[config.mk]
export PLATFORM = sky130hd
export DESIGN_NAME = fifo_axis_bridge_flat
export DESIGN_NICKNAME = d
export VERILOG_FILES = /design/src/rtl/fifo_axis_bridge_if.sv /design/src/rtl/fifo_axis_bridge.sv /design/src/flat_wrapper.sv
export SDC_FILE = /design/constraint.sdc
export NUM_CORES = 1
export LEC_CHECK = 0
export ABC_CLOCK_PERIOD_IN_PS = 4750
export CAP_MARGIN = 20
export CORE_MARGIN = 4
export CORE_UTILIZATION = 45
export DETAILED_ROUTE_END_ITERATION = 16
export PLACE_DENSITY = 0.8
export SLEW_MARGIN = 10
export SYNTH_ARGS = -nofsm -noshare
export SYNTH_HDL_FRONTEND = slang
export SYNTH_SLANG_ARGS = --single-unit
[constraint.sdc]
create_clock -name core_clock -period 4.75 [get_ports core_clock]
set_input_delay 0.95 -clock core_clock [delete_from_list [all_inputs] [get_ports core_clock]]
set_output_delay 0.95 -clock core_clock [all_outputs]
set_load 0.1 [all_outputs]
[src/rtl/fifo_axis_bridge_if.sv]
// AXI4-Stream bundle for the fifo_axis_bridge output side.
// The master modport drives data/valid; the slave modport drives tready.
interface fifo_axis_bridge_if #(
    parameter int DATA_WIDTH = 32
);
    localparam int KEEP_WIDTH = DATA_WIDTH / 8;

    logic [DATA_WIDTH-1:0] tdata;
    logic [KEEP_WIDTH-1:0] tkeep;
    logic                  tlast;
    logic                  tvalid;
    logic                  tready;

    modport master (output tdata, output tkeep, output tlast, output tvalid, input tready);
    modport slave  (input tdata, input tkeep, input tlast, input tvalid, output tready);
endinterface

[src/rtl/fifo_axis_bridge.sv]
// Registered-read FIFO to AXI4-Stream master bridge with skid buffer, tkeep
// generation and byte-lane reversal. Optional counters: FIFO_AXIS_BRIDGE_STATS_EN.
module fifo_axis_bridge #(
    parameter int  DATA_WIDTH = 32,
    parameter int  SKID_DEPTH = 2,
    localparam int KEEP_WIDTH = DATA_WIDTH / 8
) (
    input  logic                  core_clock,
    input  logic                  bus_reset,
    input  logic                  fifo_empty,
    output logic                  fifo_rden,
    input  logic [DATA_WIDTH-1:0] fifo_data,
    input  logic                  fifo_last,
    input  logic [KEEP_WIDTH-1:0] fifo_keep,
    input  logic                  rev_endianness,
    fifo_axis_bridge_if.master    m_axis,
    output logic                  busy,
    input  logic                  stats_clear,
    output logic [31:0]           beat_count,
    output logic [31:0]           packet_count
);
    localparam int PTR_W = $clog2(SKID_DEPTH);
    localparam int CNT_W = $clog2(SKID_DEPTH + 1);
    localparam int OCC_W = CNT_W + 1;

    logic [DATA_WIDTH-1:0] data_mem [SKID_DEPTH];
    logic [KEEP_WIDTH-1:0] keep_mem [SKID_DEPTH];
    logic [SKID_DEPTH-1:0] last_mem;

    logic [PTR_W-1:0]      wr_ptr;
    logic [PTR_W-1:0]      rd_ptr;
    logic [CNT_W-1:0]      stored;
    logic                  inflight;
    logic                  out_vld;
    logic                  pop;
    logic [OCC_W-1:0]      projected;
    logic [KEEP_WIDTH-1:0] keep_eff;
    logic [DATA_WIDTH-1:0] cap_data;
    logic [KEEP_WIDTH-1:0] cap_keep;

    function automatic logic [DATA_WIDTH-1:0] reverse_data(input logic [DATA_WIDTH-1:0] d);
        logic [DATA_WIDTH-1:0] r;
        for (int i = 0; i < KEEP_WIDTH; i++)
            r[8*i +: 8] = d[8*(KEEP_WIDTH-1-i) +: 8];
        return r;
    endfunction

    function automatic logic [KEEP_WIDTH-1:0] reverse_keep(input logic [KEEP_WIDTH-1:0] k);
        logic [KEEP_WIDTH-1:0] r;
        for (int i = 0; i < KEEP_WIDTH; i++)
            r[i] = k[KEEP_WIDTH-1-i];
        return r;
    endfunction

    function automatic logic [PTR_W-1:0] next_ptr(input logic [PTR_W-1:0] p);
        return (p == PTR_W'(SKID_DEPTH - 1)) ? '0 : p + 1'b1;
    endfunction

    assign out_vld   = (stored != '0);
    assign pop       = out_vld & m_axis.tready;
    assign projected = OCC_W'(stored) + OCC_W'(inflight) - OCC_W'(pop);
    assign fifo_rden = !fifo_empty && !bus_reset && (projected < OCC_W'(SKID_DEPTH));
    assign busy      = out_vld | inflight;

    // A last word with no lanes flagged is taken as a full word
    assign keep_eff = (fifo_last && fifo_keep != '0) ? fifo_keep : '1;
    assign cap_data = rev_endianness ? reverse_data(fifo_data) : fifo_data;
    assign cap_keep = rev_endianness ? reverse_keep(keep_eff) : keep_eff;

    // Stage p1: capture of the word requested by fifo_rden one cycle earlier
    always_ff @(posedge core_clock) begin
        if (bus_reset) begin
            wr_ptr   <= '0;
            rd_ptr   <= '0;
            stored   <= '0;
            inflight <= 1'b0;
        end else begin
            if (inflight)
                wr_ptr <= next_ptr(wr_ptr);
            if (pop)
                rd_ptr <= next_ptr(rd_ptr);
            stored   <= CNT_W'(projected);
            inflight <= fifo_rden;
        end
    end

    always_ff @(posedge core_clock) begin
        if (inflight && !bus_reset) begin
            data_mem[wr_ptr] <= cap_data;
            keep_mem[wr_ptr] <= cap_keep;
            last_mem[wr_ptr] <= fifo_last;
        end
    end

    // Stage p2: head entry; zeroed while empty so storage needs no reset
    assign m_axis.tvalid = out_vld;
    assign m_axis.tdata  = out_vld ? data_mem[rd_ptr] : '0;
    assign m_axis.tkeep  = out_vld ? keep_mem[rd_ptr] : '0;
    assign m_axis.tlast  = out_vld & last_mem[rd_ptr];

`ifdef FIFO_AXIS_BRIDGE_STATS_EN
    always_ff @(posedge core_clock) begin
        if (bus_reset || stats_clear) begin
            beat_count   <= '0;
            packet_count <= '0;
        end else if (pop) begin
            beat_count <= beat_count + 32'd1;
            if (last_mem[rd_ptr])
                packet_count <= packet_count + 32'd1;
        end
    end
`else
    logic unused_stats_clear;
    assign unused_stats_clear = stats_clear;
    assign beat_count         = '0;
    assign packet_count       = '0;
`endif
endmodule
[src/flat_wrapper.sv]
// flat-port wrapper written by rule: the top's interface ports become plain ports
module fifo_axis_bridge_flat 
#(
    parameter int  DATA_WIDTH = 32,
    parameter int  SKID_DEPTH = 2,
    localparam int KEEP_WIDTH = DATA_WIDTH / 8
)
  (core_clock, bus_reset, fifo_empty, fifo_rden, fifo_data, fifo_last, fifo_keep, rev_endianness, busy, stats_clear, beat_count, packet_count, m_axis_tdata, m_axis_tkeep, m_axis_tlast, m_axis_tvalid, m_axis_tready);
  fifo_axis_bridge_if #(.DATA_WIDTH(DATA_WIDTH)) m_axis_i ();
  input  logic core_clock;
  input  logic bus_reset;
  input  logic fifo_empty;
  output logic fifo_rden;
  input  logic [DATA_WIDTH-1:0] fifo_data;
  input  logic fifo_last;
  input  logic [KEEP_WIDTH-1:0] fifo_keep;
  input  logic rev_endianness;
  output logic busy;
  input  logic stats_clear;
  output logic [31:0] beat_count;
  output logic [31:0] packet_count;
  output wire logic [$bits(m_axis_i.tdata)-1:0] m_axis_tdata;
  output wire logic [$bits(m_axis_i.tkeep)-1:0] m_axis_tkeep;
  output wire logic [$bits(m_axis_i.tlast)-1:0] m_axis_tlast;
  output wire logic [$bits(m_axis_i.tvalid)-1:0] m_axis_tvalid;
  input wire logic [$bits(m_axis_i.tready)-1:0] m_axis_tready;
  assign m_axis_tdata = m_axis_i.tdata;
  assign m_axis_tkeep = m_axis_i.tkeep;
  assign m_axis_tlast = m_axis_i.tlast;
  assign m_axis_tvalid = m_axis_i.tvalid;
  assign m_axis_i.tready = m_axis_tready;
  fifo_axis_bridge #(.DATA_WIDTH(DATA_WIDTH), .SKID_DEPTH(SKID_DEPTH)) u_core (.core_clock(core_clock), .bus_reset(bus_reset), .fifo_empty(fifo_empty), .fifo_rden(fifo_rden), .fifo_data(fifo_data), .fifo_last(fifo_last), .fifo_keep(fifo_keep), .rev_endianness(rev_endianness), .m_axis(m_axis_i), .busy(busy), .stats_clear(stats_clear), .beat_count(beat_count), .packet_count(packet_count));
endmodule
Word-level counts from Yosys, hierarchy flattened --
Memory sizes are Yosys's and may differ from the RTL's. A register that Yosys moved wholly into a read port is not among the register bits. Cells that the tools add are included.
Word-level totals: flip-flop bits (word level) 7, memory bits (writable) 72, input bits 43, output and inout port bits 104, logic and storage cells 45, memories kept 2
Memories:
- u_core.data_mem | depth 2, width 32, rd ports 1, clocked after memory_dff 1, wr ports 1, RTL line fifo_axis_bridge.sv:26 | logic [DATA_WIDTH-1:0] data_mem [SKID_DEPTH];
- u_core.keep_mem | depth 2, width 4, rd ports 1, clocked after memory_dff 1, wr ports 1, RTL line fifo_axis_bridge.sv:27 | logic [KEEP_WIDTH-1:0] keep_mem [SKID_DEPTH];
Operators by class: add/subtract/negate cells 4, $lt $le $gt $ge 4, multiplexer cells 18, bitwise gates (word level) 3, reduce and logical (&&, ||, !) cells 9
Operators with widths (count):
- two-way mux 32 bit | 2
- two-way mux 4 bit | 3
- two-way mux 1 bit | 11
- logical AND 1 bit | 5
- < comparator 1 x 2 -> 1 bit, second input constant | 2
- nonzero test 4 bit | 1
- adder 2 x 1 -> 3 bit | 1
- < comparator 3 x 2 -> 1 bit, second input constant | 1
- subtractor 3 x 1 -> 3 bit | 1
- adder 1 bit, second input constant | 2
- AND 1 bit | 2
- bitwise mux 2 bit | 1
- zero test 1 bit | 2
- nonzero test 2 bit | 1
- demux 1 bit (select 1 bit) | 1
- greater-or-equal comparator 1 bit, second input constant | 1
- bitwise OR 1 bit | 1

Longest topological paths before layout --
Gate-level depths: netlist (run 1).
depth after elaboration 5, mapped depth 7, depth with buffers taken out 7

Worst setup path before layout (run 1) --
No wires, ideal clock.
path type input to output, start point input port m_axis_tready, end point output port fifo_rden, arrival 4.889 ns, required time 3.800 ns, slack -1.089 ns, stages on the path 6, buffers on the path 0, path through o21a_1 ha_1 inv_1 ha_1 fa_1 nor4_1
Between the ends: longest elaborated chain between the ends 4
RTL lines:
- start: declaration | RTL line flat_wrapper.sv:26 | input wire logic [$bits(m_axis_i.tready)-1:0] m_axis_tready;
- AND 1 bit | RTL line fifo_axis_bridge.sv:60 | assign pop = out_vld & m_axis.tready;
- subtractor 3 x 1 -> 3 bit | RTL line fifo_axis_bridge.sv:61 | assign projected = OCC_W'(stored) + OCC_W'(inflight) - OCC_W'(pop);
- net u_core.projected[1] | RTL line fifo_axis_bridge.sv:36 | logic [OCC_W-1:0] projected;
- < comparator 3 x 2 -> 1 bit | RTL line fifo_axis_bridge.sv:62 | assign fifo_rden = !fifo_empty && !bus_reset && (projected < OCC_W'(SKID_DEPTH));
- logical AND 1 bit | RTL line fifo_axis_bridge.sv:62
- end: declaration | RTL line flat_wrapper.sv:13 | output logic fifo_rden;
The timed path passes the listed nets, and every way through them passes these cells.

Worst setup path in the final report (run 1) --
start point input port m_axis_tready, end point output port fifo_rden
Between the ends: longest elaborated chain between the ends 4
RTL lines:
- AND 1 bit | RTL line fifo_axis_bridge.sv:60
- net u_core.pop | RTL line fifo_axis_bridge.sv:35 | logic pop;
- subtractor 3 x 1 -> 3 bit | RTL line fifo_axis_bridge.sv:61
- net u_core.projected[1] | RTL line fifo_axis_bridge.sv:36
- < comparator 3 x 2 -> 1 bit | RTL line fifo_axis_bridge.sv:62
- logical AND 1 bit | RTL line fifo_axis_bridge.sv:62
The timed path passes the listed nets, and every way through them passes these cells.

==> results of run 1 <==
metrics by stage:
step	std cells	area [um^2]	util	hold WS, ns	setup WS, ns
2_1_floorplan	367	4324	-	0.4998	0.06364
4_1_cts	498	4938	0.5635	0.5874	0.7213
5_1_grt	498	4938	0.5635	0.6072	0.6539
3_5_place_dp	482	4736	0.5404	0.5609	0.7247
3_3_place_gp	482	4736	0.5404	0.5376	0.7570
6_report	498	4938	0.5635	0.5765	0.7373
placed cells by master (no fill, tap or decap), types with 4 or more instances in the layout:
cell type	instances
clkbuf_8	9
mux2_2	34
a32oi_1	4
mux2i_1	37
conb_1	64
or3_1	5
nor2_1	43
dfxtp_1	5
inv_1	5
clkdlybuf4s50_1	79
edfxtp_1	74
layer usage:
layer | share of wire | wire (um) | global-route usage | vias up
li1 | - | - | - | 1109
met1 | 0.39 | 2878 | 0.1602 | 1133
met2 | 0.51 | 3752 | 0.2472 | 110
met3 | 0.080 | 580 | 0.03085 | 9
met4 | 0.011 | 80 | 0.04482 | 0
met5 | 0 | 0 | 0 | -
state kept, by name, summed over array words and instances, names as in the netlist, named ones only:
register	cells
u_core.data_mem	64
u_core.rd_ptr	1
u_core.inflight	1
u_core.stored	2
u_core.wr_ptr	1
u_core.last_mem	2
u_core.keep_mem	8
cell families after synthesis:
| family | synth area share |
|---|---|
| AOI/OAI and AO/OA | 0.01042 |
| muxes | 0.1846 |
| and+or+nand+nor | 0.06898 |
| xor gates and xnor gates | 0.004293 |
| adders and majority gates | 0.01104 |
| DFF | 0.5739 |
| buffers and inverters | 0.1459 |
| other | 0.0009188 |
worst register-to-register path, cell delays in order, from the launching register on:
cell and delay, ns:
dfxtp_1 0.39, o21a_1 0.24, ha_1 0.29, inv_1 0.04
ha_1 0.19, fa_1 0.48, nor4_1 0.24
area by class of cell:
type                       instances  area [um^2]  area share
multi-input combinational        205         1400      0.2835
inverter                           5        18.77    0.003800
clock inverter                     7        78.83     0.01596
tap                              108        135.1     0.02736
sequential                        80         2344      0.4745
timing repair buffer              84        838.3      0.1697
clock buffer                       9        123.9     0.02508
where the power goes:
group          switching, mW  total, mW  internal (mW)  leakage, nW
combinational           1.36       1.74          0.380        0.949
clock                  0.256      0.504          0.248       0.0929
sequential            0.0502      0.911          0.861        0.717
how the worst min path moves through the flow:
stage                  startpoint       endpoint  slack [ns]  depth (start not counted)
finish              u_core.wr_ptr  u_core.wr_ptr        0.58                          2
global route        u_core.wr_ptr  u_core.wr_ptr        0.61                          2
CTS                 u_core.wr_ptr  u_core.wr_ptr        0.59                          2
detailed placement  u_core.wr_ptr  u_core.wr_ptr        0.56                          2
global placement    u_core.wr_ptr  u_core.wr_ptr        0.54                          2
floorplan           u_core.wr_ptr  u_core.wr_ptr        0.50                          2
==> results.ini, run 1 <==
[setup_path]
crit_type = primary input to output pin
path_buf_inv = 3
crit_slowest_cell = fa_1
worstReg2RegStart = u_core.stored[1]
crit_path_end = fifo_rden
cp.arrival_ns = 3.06
r2r_end = u_core.inflight
critPathLaunchType = primary input
crit_family = adder cells
end_kind = output pin
ff2ff_path_depth = 6
crit_cells = 8
crit_chain = clkdlybuf4s50_1 -> o21a_1 -> ha_1 -> inv_1 -> ha_1 -> fa_1 -> nor4_2 -> buf_12
cp_max_fo = 3
crit_required_ns = 3.80
path_common_cell = ha_1
cp-startpoint = m_axis_tready
r2r_slack_ns = 2.79
cp_slowest_stage_delay_ns = 0.46

[clocking]
holdBufCountCts = 0
cts_buffer_depth = 2
clock-root-buffer = clkbuf_8
cts_tree = built
post_cts_resized = 0
cts_buffers = 9
clk_latency_ns = 0.34
clk_pin_slew_ns = 0.08
cts_num_sinks = 80
cts_setup_buffers = 0
cts_max_level = 3

[global_route]
grt_pass1_wl_mm = 10.99
grt-ovfl-total = 0
antenna_found_initial = 0
grt_start_max_net_pins = 41
grt_usage = 0.1366
first_global_vias = 2262

[timing]
max_slew_margin = 0.3286
setup_viol = 0
grt_setup_unrepaired = false
slew_violations = 0
period_needed_ns = 4.013
hold_viol_final = 0
fin_crit_sh = 0.8448
max_clock_freq_mhz = 249.2
worst_pin_slew_ns = 1.004
fin_setup_tns_ns = 0
finalClockSkew_ns = 0.009889

[synthesis]
synthTopCellsByCount = 74 x edfxtp_1, 65 x buf_4, 44 x nor2_1
yosysSeqAreaShare = 0.5739
yosysMostFrequentCell = edfxtp_1
syn_avg_cell_area_um2 = 13.43
netlist.area_leader.share = 0.5445
synth_ff_type = edfxtp_1
syn_area_um2 = 4081
ys_ff_latch = 80
synthTopCellsByArea = edfxtp_1 54%, buf_4 12%, mux2_2 9.4%, mux2i_1 9.1%, nor2_1 4.0%
syn_inst = 304
yosys.area.top_type = edfxtp_1
yosys_warnings = 0
ys_async_sr_fraction = 0
yosysUniqueCellTypes = 22
synth_edf_count = 74

[placed_design]
dp_hpwl_mm = 5.058
io_buffers = 81
gp_congestion = 0.7689

[die]
core_um2 = 8763
dieArea_um2 = 10660
die_x_um = 103.2
initial_utilization = 0.4657
io_pins = 147
rows = 34
die_h_um = 103.2

[drt]
num_vias = 2361
wire_per_inst_um = 14.64
wl_mm = 7.291
drt_first_pass_iters = 4
first_iter_violations = 49
drc = 0
viasPerCell = 4.741
postRouteAntennaNets = 0

[min_path]
hold_path_class = register to register

[job]
maxCapViolations = 0

[power]
finalPower_mw = 3.154
p_leak_nw = 1.758
ir_worst_vdd_v = 0.0003786
powerDensity_nw_per_um2 = 638.7

[final_layout]
antenna_cells = 0
syn_to_final_growth_pct = 21.00
finalNetCount = 431
drive_gt1_frac = 0.1590
n_fill_cell = 718

[outcome]
outcome = complete, no violations

No activity file was read; power rests on OpenSTA's default activity.
==> run 2: changes to the inputs <==
Settings changed: ABC_CLOCK_PERIOD_IN_PS 4750 to 3900.
Clock period 4.75 ns to 3.9 ns, I/O delays scaled along.
==> run 2 against run 1 <==
Effect of this change: clock power is 6.2% higher; combinational power increased by 20%; first-iteration DRC count is 41% higher; die area unchanged; setup slack got worse by 0.47 ns; cell count stayed put; sequential power up 22%; global-route usage is 0.37 points lower; sequential cell count unchanged; clock skew barely moved.
==> results.ini, run 2 (synthesis gave the netlist of run 1 again) <==
[outcome]
outcome = complete, no violations

[global_route]
first_global_vias = 2205  ; -2.5%
grt_usage = 0.1329  ; -0.003748
grt-ovfl-total = 0  ; unchanged
antenna_found_initial = 0  ; unchanged
grt_pass1_wl_mm = 10.59  ; -3.6%
grt_start_max_net_pins = 41  ; unchanged

[final_layout]
finalNonFillerCells = 498  ; unchanged
mostFrequentLayoutCell = edfxtp_1
largest_reg_flops = 64  ; unchanged
largestRegisters = u_core.data_mem x64, u_core.keep_mem x8
finalNetCount = 431  ; unchanged
largest_register = u_core.data_mem
stdcell_area_um2 = 4832  ; -2.2%
drive_gt1_frac = 0.2462  ; +0.08718
syn_to_final_growth_pct = 18.39
antenna_cells = 0  ; unchanged
layout_common_cells = 74 x edfxtp_1, 64 x conb_1, 43 x nor2_1, 43 x clkdlybuf4s50_1, 39 x buf_4

[drt]
postRouteAntennaNets = 0  ; unchanged
num_vias = 2363  ; +0.085%
viasPerCell = 4.745  ; about the same
wl_mm = 7.132  ; -2.2%
wire_per_inst_um = 14.32  ; -2.2%
drc = 0  ; unchanged
first_iter_violations = 69  ; +41%
drt_first_pass_iters = 4  ; unchanged

[setup_path]
crit_type = primary input to output pin
cp.arrival_ns = 2.86  ; -0.20 ns
end_kind = output pin
cp_max_fo = 3  ; unchanged
crit_required_ns = 3.12  ; -0.68 ns
critPathLaunchType = primary input

[timing]
hold_viol_final = 0  ; unchanged
max_slew_margin = 0.3375  ; +0.008813
max_clock_freq_mhz = 275.0
fin_crit_sh = 0.9323
finalClockSkew_ns = 0.009408  ; -0.0004810 ns
grt_setup_unrepaired = false
period_needed_ns = 3.636
fin_setup_tns_ns = 0  ; unchanged
worst_pin_slew_ns = 0.9907  ; -0.01318 ns
setup_viol = 0  ; unchanged
slew_violations = 0  ; unchanged

[clocking]
post_cts_resized = 0  ; unchanged
clk_pin_slew_ns = 0.08  ; about the same
cts_buffer_depth = 2  ; unchanged
cts_tree = built
clock-root-buffer = clkbuf_8
cts_num_sinks = 80  ; unchanged
cts_max_level = 3  ; unchanged
clk_latency_ns = 0.34  ; about the same
holdBufCountCts = 0  ; unchanged
cts_setup_buffers = 0  ; unchanged
cts_buffers = 9  ; unchanged

[power]
finalPower_mw = 3.734  ; +18%
switchingPower_mw = 2.026  ; +22%
p_leak_nw = 1.806  ; +2.7%
p_comb_frac = 0.560  ; +0.009
powerDensity_nw_per_um2 = 772.8  ; +21%
ir_worst_vdd_v = 0.0006169  ; +63%
intPower_mw = 1.708  ; +15%
power.share.sequential = 0.297  ; +0.008
clkPwrFrac = 0.143  ; -0.017
swShare = 0.5425  ; +0.01466

[job]
maxCapViolations = 0  ; unchanged

[min_path]
hold_path_class = register to register

[die]
die_x_um = 103.2  ; unchanged
core_um2 = 8763  ; unchanged
die_h_um = 103.2  ; unchanged
io_pins = 147  ; unchanged
initial_utilization = 0.4657  ; unchanged
dieArea_um2 = 10660  ; unchanged
rows = 34  ; unchanged

[placed_design]
io_buffers = 81  ; unchanged
placed_cell_area_um2 = 4661  ; -1.6%
gp_congestion = 0.7222  ; -6.1%
dp_hpwl_mm = 4.926  ; -2.6%
placed_cells = 482  ; unchanged

==> run 2: cell types whose count changed in the layout (fill, tap and decap cells not counted), sizes merged <==
| cell | change |
|---|---|
| buf | +36 |
| bufinv | -1 |
| clkbuf | +1 |
| clkdlybuf4s50 | -36 |
| clkinv | +2 |
| inv | -2 |
==> run 2: worst max-delay path: stages <==
cell and delay [ns]:
clkdlybuf4s50_1 0.45, o21a_1 0.19, ha_1 0.25, inv_1 0.06, ha_1 0.14, fa_1 0.47
nor4_4 0.30, buf_12 0.22
==> run 2: area by class of cell <==
class                      count  area (um^2)
fill                         735         3931
sequential                    80         2344
multi-input combinational    205         1415
timing repair buffer          84        748.2
tap                          108        135.1
clock buffer                  10        127.6
clock inverter                 6        43.79
inverter                       5        18.77
==> run 2: path summary, 6_finish.rpt <==
path,startpoint,to,slack [ns],cells past startpoint
max,m_axis_tready,fifo_rden,0.26,8
min,u_core.inflight,u_core.wr_ptr,0.58,2
max reg2reg,u_core.stored[1],u_core.inflight,1.87,7
min reg2reg,u_core.inflight,u_core.wr_ptr,0.58,2
==> run 2: layer usage <==
metal	vias to the layer above	global-route usage	wire [um]
met5	-	0	0
met4	0	0.06275	118
met3	8	0.04024	763
met2	123	0.2240	3429
met1	1120	0.1553	2820
li1	1112	-	-
==> run 2: power by group through the flow <==
stage	Clock [mW]	Sequential [mW]	Combinational [mW]
after floorplan	0	1.10	1.81
after global placement	0	1.13	2.09
after detailed placement	0	1.13	2.11
after CTS	0.550	1.11	2.11
after global routing	0.586	1.12	2.18
final	0.535	1.11	2.09
==> run 2: metrics by stage <==
stage | worst slack [ns] | hold slack, ns | util
6_report | 0.2641 | 0.5833 | 0.5514
4_1_cts | 0.2512 | 0.5910 | 0.5514
3_3_place_gp | 0.3114 | 0.5573 | 0.5318
2_1_floorplan | 0.1849 | 0.5184 | -
5_1_grt | 0.2183 | 0.6416 | 0.5514
3_5_place_dp | 0.2702 | 0.5813 | 0.5318
==> edit, RTL diff (flow settings as in run 1) <==
Build with the macro `FIFO_AXIS_BRIDGE_STATS_EN` defined.
--- a/src/rtl/fifo_axis_bridge.sv
+++ b/src/rtl/fifo_axis_bridge.sv
@@ -1,5 +1,7 @@
 // Registered-read FIFO to AXI4-Stream master bridge with skid buffer, tkeep
 // generation and byte-lane reversal. Optional counters: FIFO_AXIS_BRIDGE_STATS_EN.
+`define FIFO_AXIS_BRIDGE_STATS_EN
+
 module fifo_axis_bridge #(
     parameter int  DATA_WIDTH = 32,
     parameter int  SKID_DEPTH = 2,
Check against the original RTL: not equivalent (a bounded check fails within 4 cycles, from zero or initial values and one cycle with bus_reset high).
==> edit against run 1 <==
- critical endpoint unchanged
- cell area is 77% higher
- sequential cell count increased by 64
- highest routed layer unchanged
- wire length increased by 110%
- clock skew decreased by 4.3 ps
- area after synthesis rose by 62%
- count of clock-buffer cells in the layout rose by 9
- utilization increased by 4.0 points
- clock power up 130%
- worst hold slack got worse by 99 ps
- largest cell class unchanged
- setup slack got worse by 120 ps
- first-iteration DRC count rose to 7.6 times the old value
- total power increased by 34%
- sequential share of layout area down 6.0 points
- via count increased by 120%
==> edit: results (changes against run 1) <==
[outcome]
status = complete, no violations

[clocking]
cts_buffers = 17  ; +8
cts-root-buf = clkbuf_16
path_clk_slew_ps = 60  ; -20 ps
clk_latency_ps = 410  ; +70 ps
cts_max_level = 4  ; +1

[cells_and_area]
utilization_pct = 60.4  ; +4.0 points
seq_cell_count = 144  ; +80%
diodes = 0  ; unchanged
bufAreaShareNonClock_pct = 17.4  ; +0.43 points
multiInputGateArea_um2 = 2800  ; +100%
nClkBuffers = 18  ; +9
fillers = 1156  ; +61%
final_layout_size_suffix_gt1_share_pct = 10.5  ; -5.4 points
nNetsFinal = 795  ; +84%
clk_share_pct = 5.78  ; +1.7 points
seqCellArea_um2 = 3620  ; +55%
reg_top3 = u_core.data_mem: 64 flops, u_core.beat_count: 32 flops, u_core.packet_count: 32 flops
multi_input_cells = 414  ; +100%
n_all_buffers = 154  ; +83%
n_all_inverters = 16  ; +11

[place]
dp.cells = 912  ; +89%
place_ws_ps = 608  ; -116 ps
placed_area_um2 = 8230  ; +74%
dp.final_hpwl_um = 10600  ; +110%
io_buffer_count = 146  ; +80%
gp_congestion = 0.840  ; +9.3%

[die]
die-area_um2 = 16700  ; +57%

[synthesis]
async_flop_share_pct = 0  ; unchanged
synth_compound_area_share_pct = 7.57  ; +6.5 points
synthTopCellsByArea = edfxtp_1, dfxtp_1, mux2i_1, mux2_2, nor2_1
ys_seq_area_share_pct = 54.8  ; -2.6 points
synth_commonest_cells = edfxtp_1, dfxtp_1, nor2_1
yosys_warnings = 0  ; unchanged
synth_mux_area_share_pct = 12.3  ; -6.2 points
synth.distinct_cells = 38  ; +73%
synth_xor_area_share_pct = 2.39  ; +2.0 points
syn_inst = 611  ; +100%

[global_routing]
grt_pass1_vias = 5135  ; +130%
gr-usage-all-layers_pct = 18.6  ; +4.9 points
grt_start_max_net_pins = 57  ; +39%
grt_pass1_wl_um = 24900  ; +130%

[sta]
tightest_slew_ps = 1080  ; +79.2 ps
finClkSkew_ps = 5.56  ; -4.33 ps

[drt]
dr.pass1.iters = 5  ; +1
vias_per_cell = 5.58  ; +18%
routed_wl_um = 15300  ; +110%
routedWlPerCell_um = 16.2  ; +11%
drt-initial-drc-count = 370  ; +660%

[power]
worst_ir_drop_vdd_mv = 0.502  ; +33%
p_leak_nw = 2.69  ; +53%

[setup_path]
critical_path_arrival_ps = 3190  ; +130 ps
max_stage_delay_ps = 510  ; +50 ps

edit: cell types whose count changed after synthesis, sizes merged, moves of 23 or more:
cell,before,now
a21oi,0,39
buf,75,15
dfxtp,6,70
nand2,0,36
o31ai,0,23
or4,0,26
edit: final timing paths:
check / startpoint / slack (ps) / depth (start not counted) / end
max: m_axis_tready / 610 / 9 / fifo_rden
min: u_core.packet_count[31] / 480 / 2 / u_core.packet_count[31]
max reg2reg: u_core.packet_count[3] / 2240 / 4 / u_core.packet_count[18]
min reg2reg: u_core.packet_count[31] / 480 / 2 / u_core.packet_count[31]
edit: routing by layer:
metal	vias to the layer above	routed length, µm	GRT usage (%)
met4	0	289	7.16
li1	2554	-	-
met2	195	7210	30.0
met3	26	1290	6.35
met5	-	0	0
met1	2491	6530	23.0
edit: power by group:
part,switching (mW),total [mW],internal (mW)
clock,0.491,1.14,0.651
combinational,1.21,1.62,0.405
sequential,0.0681,1.47,1.40
total,1.77,4.23,2.46
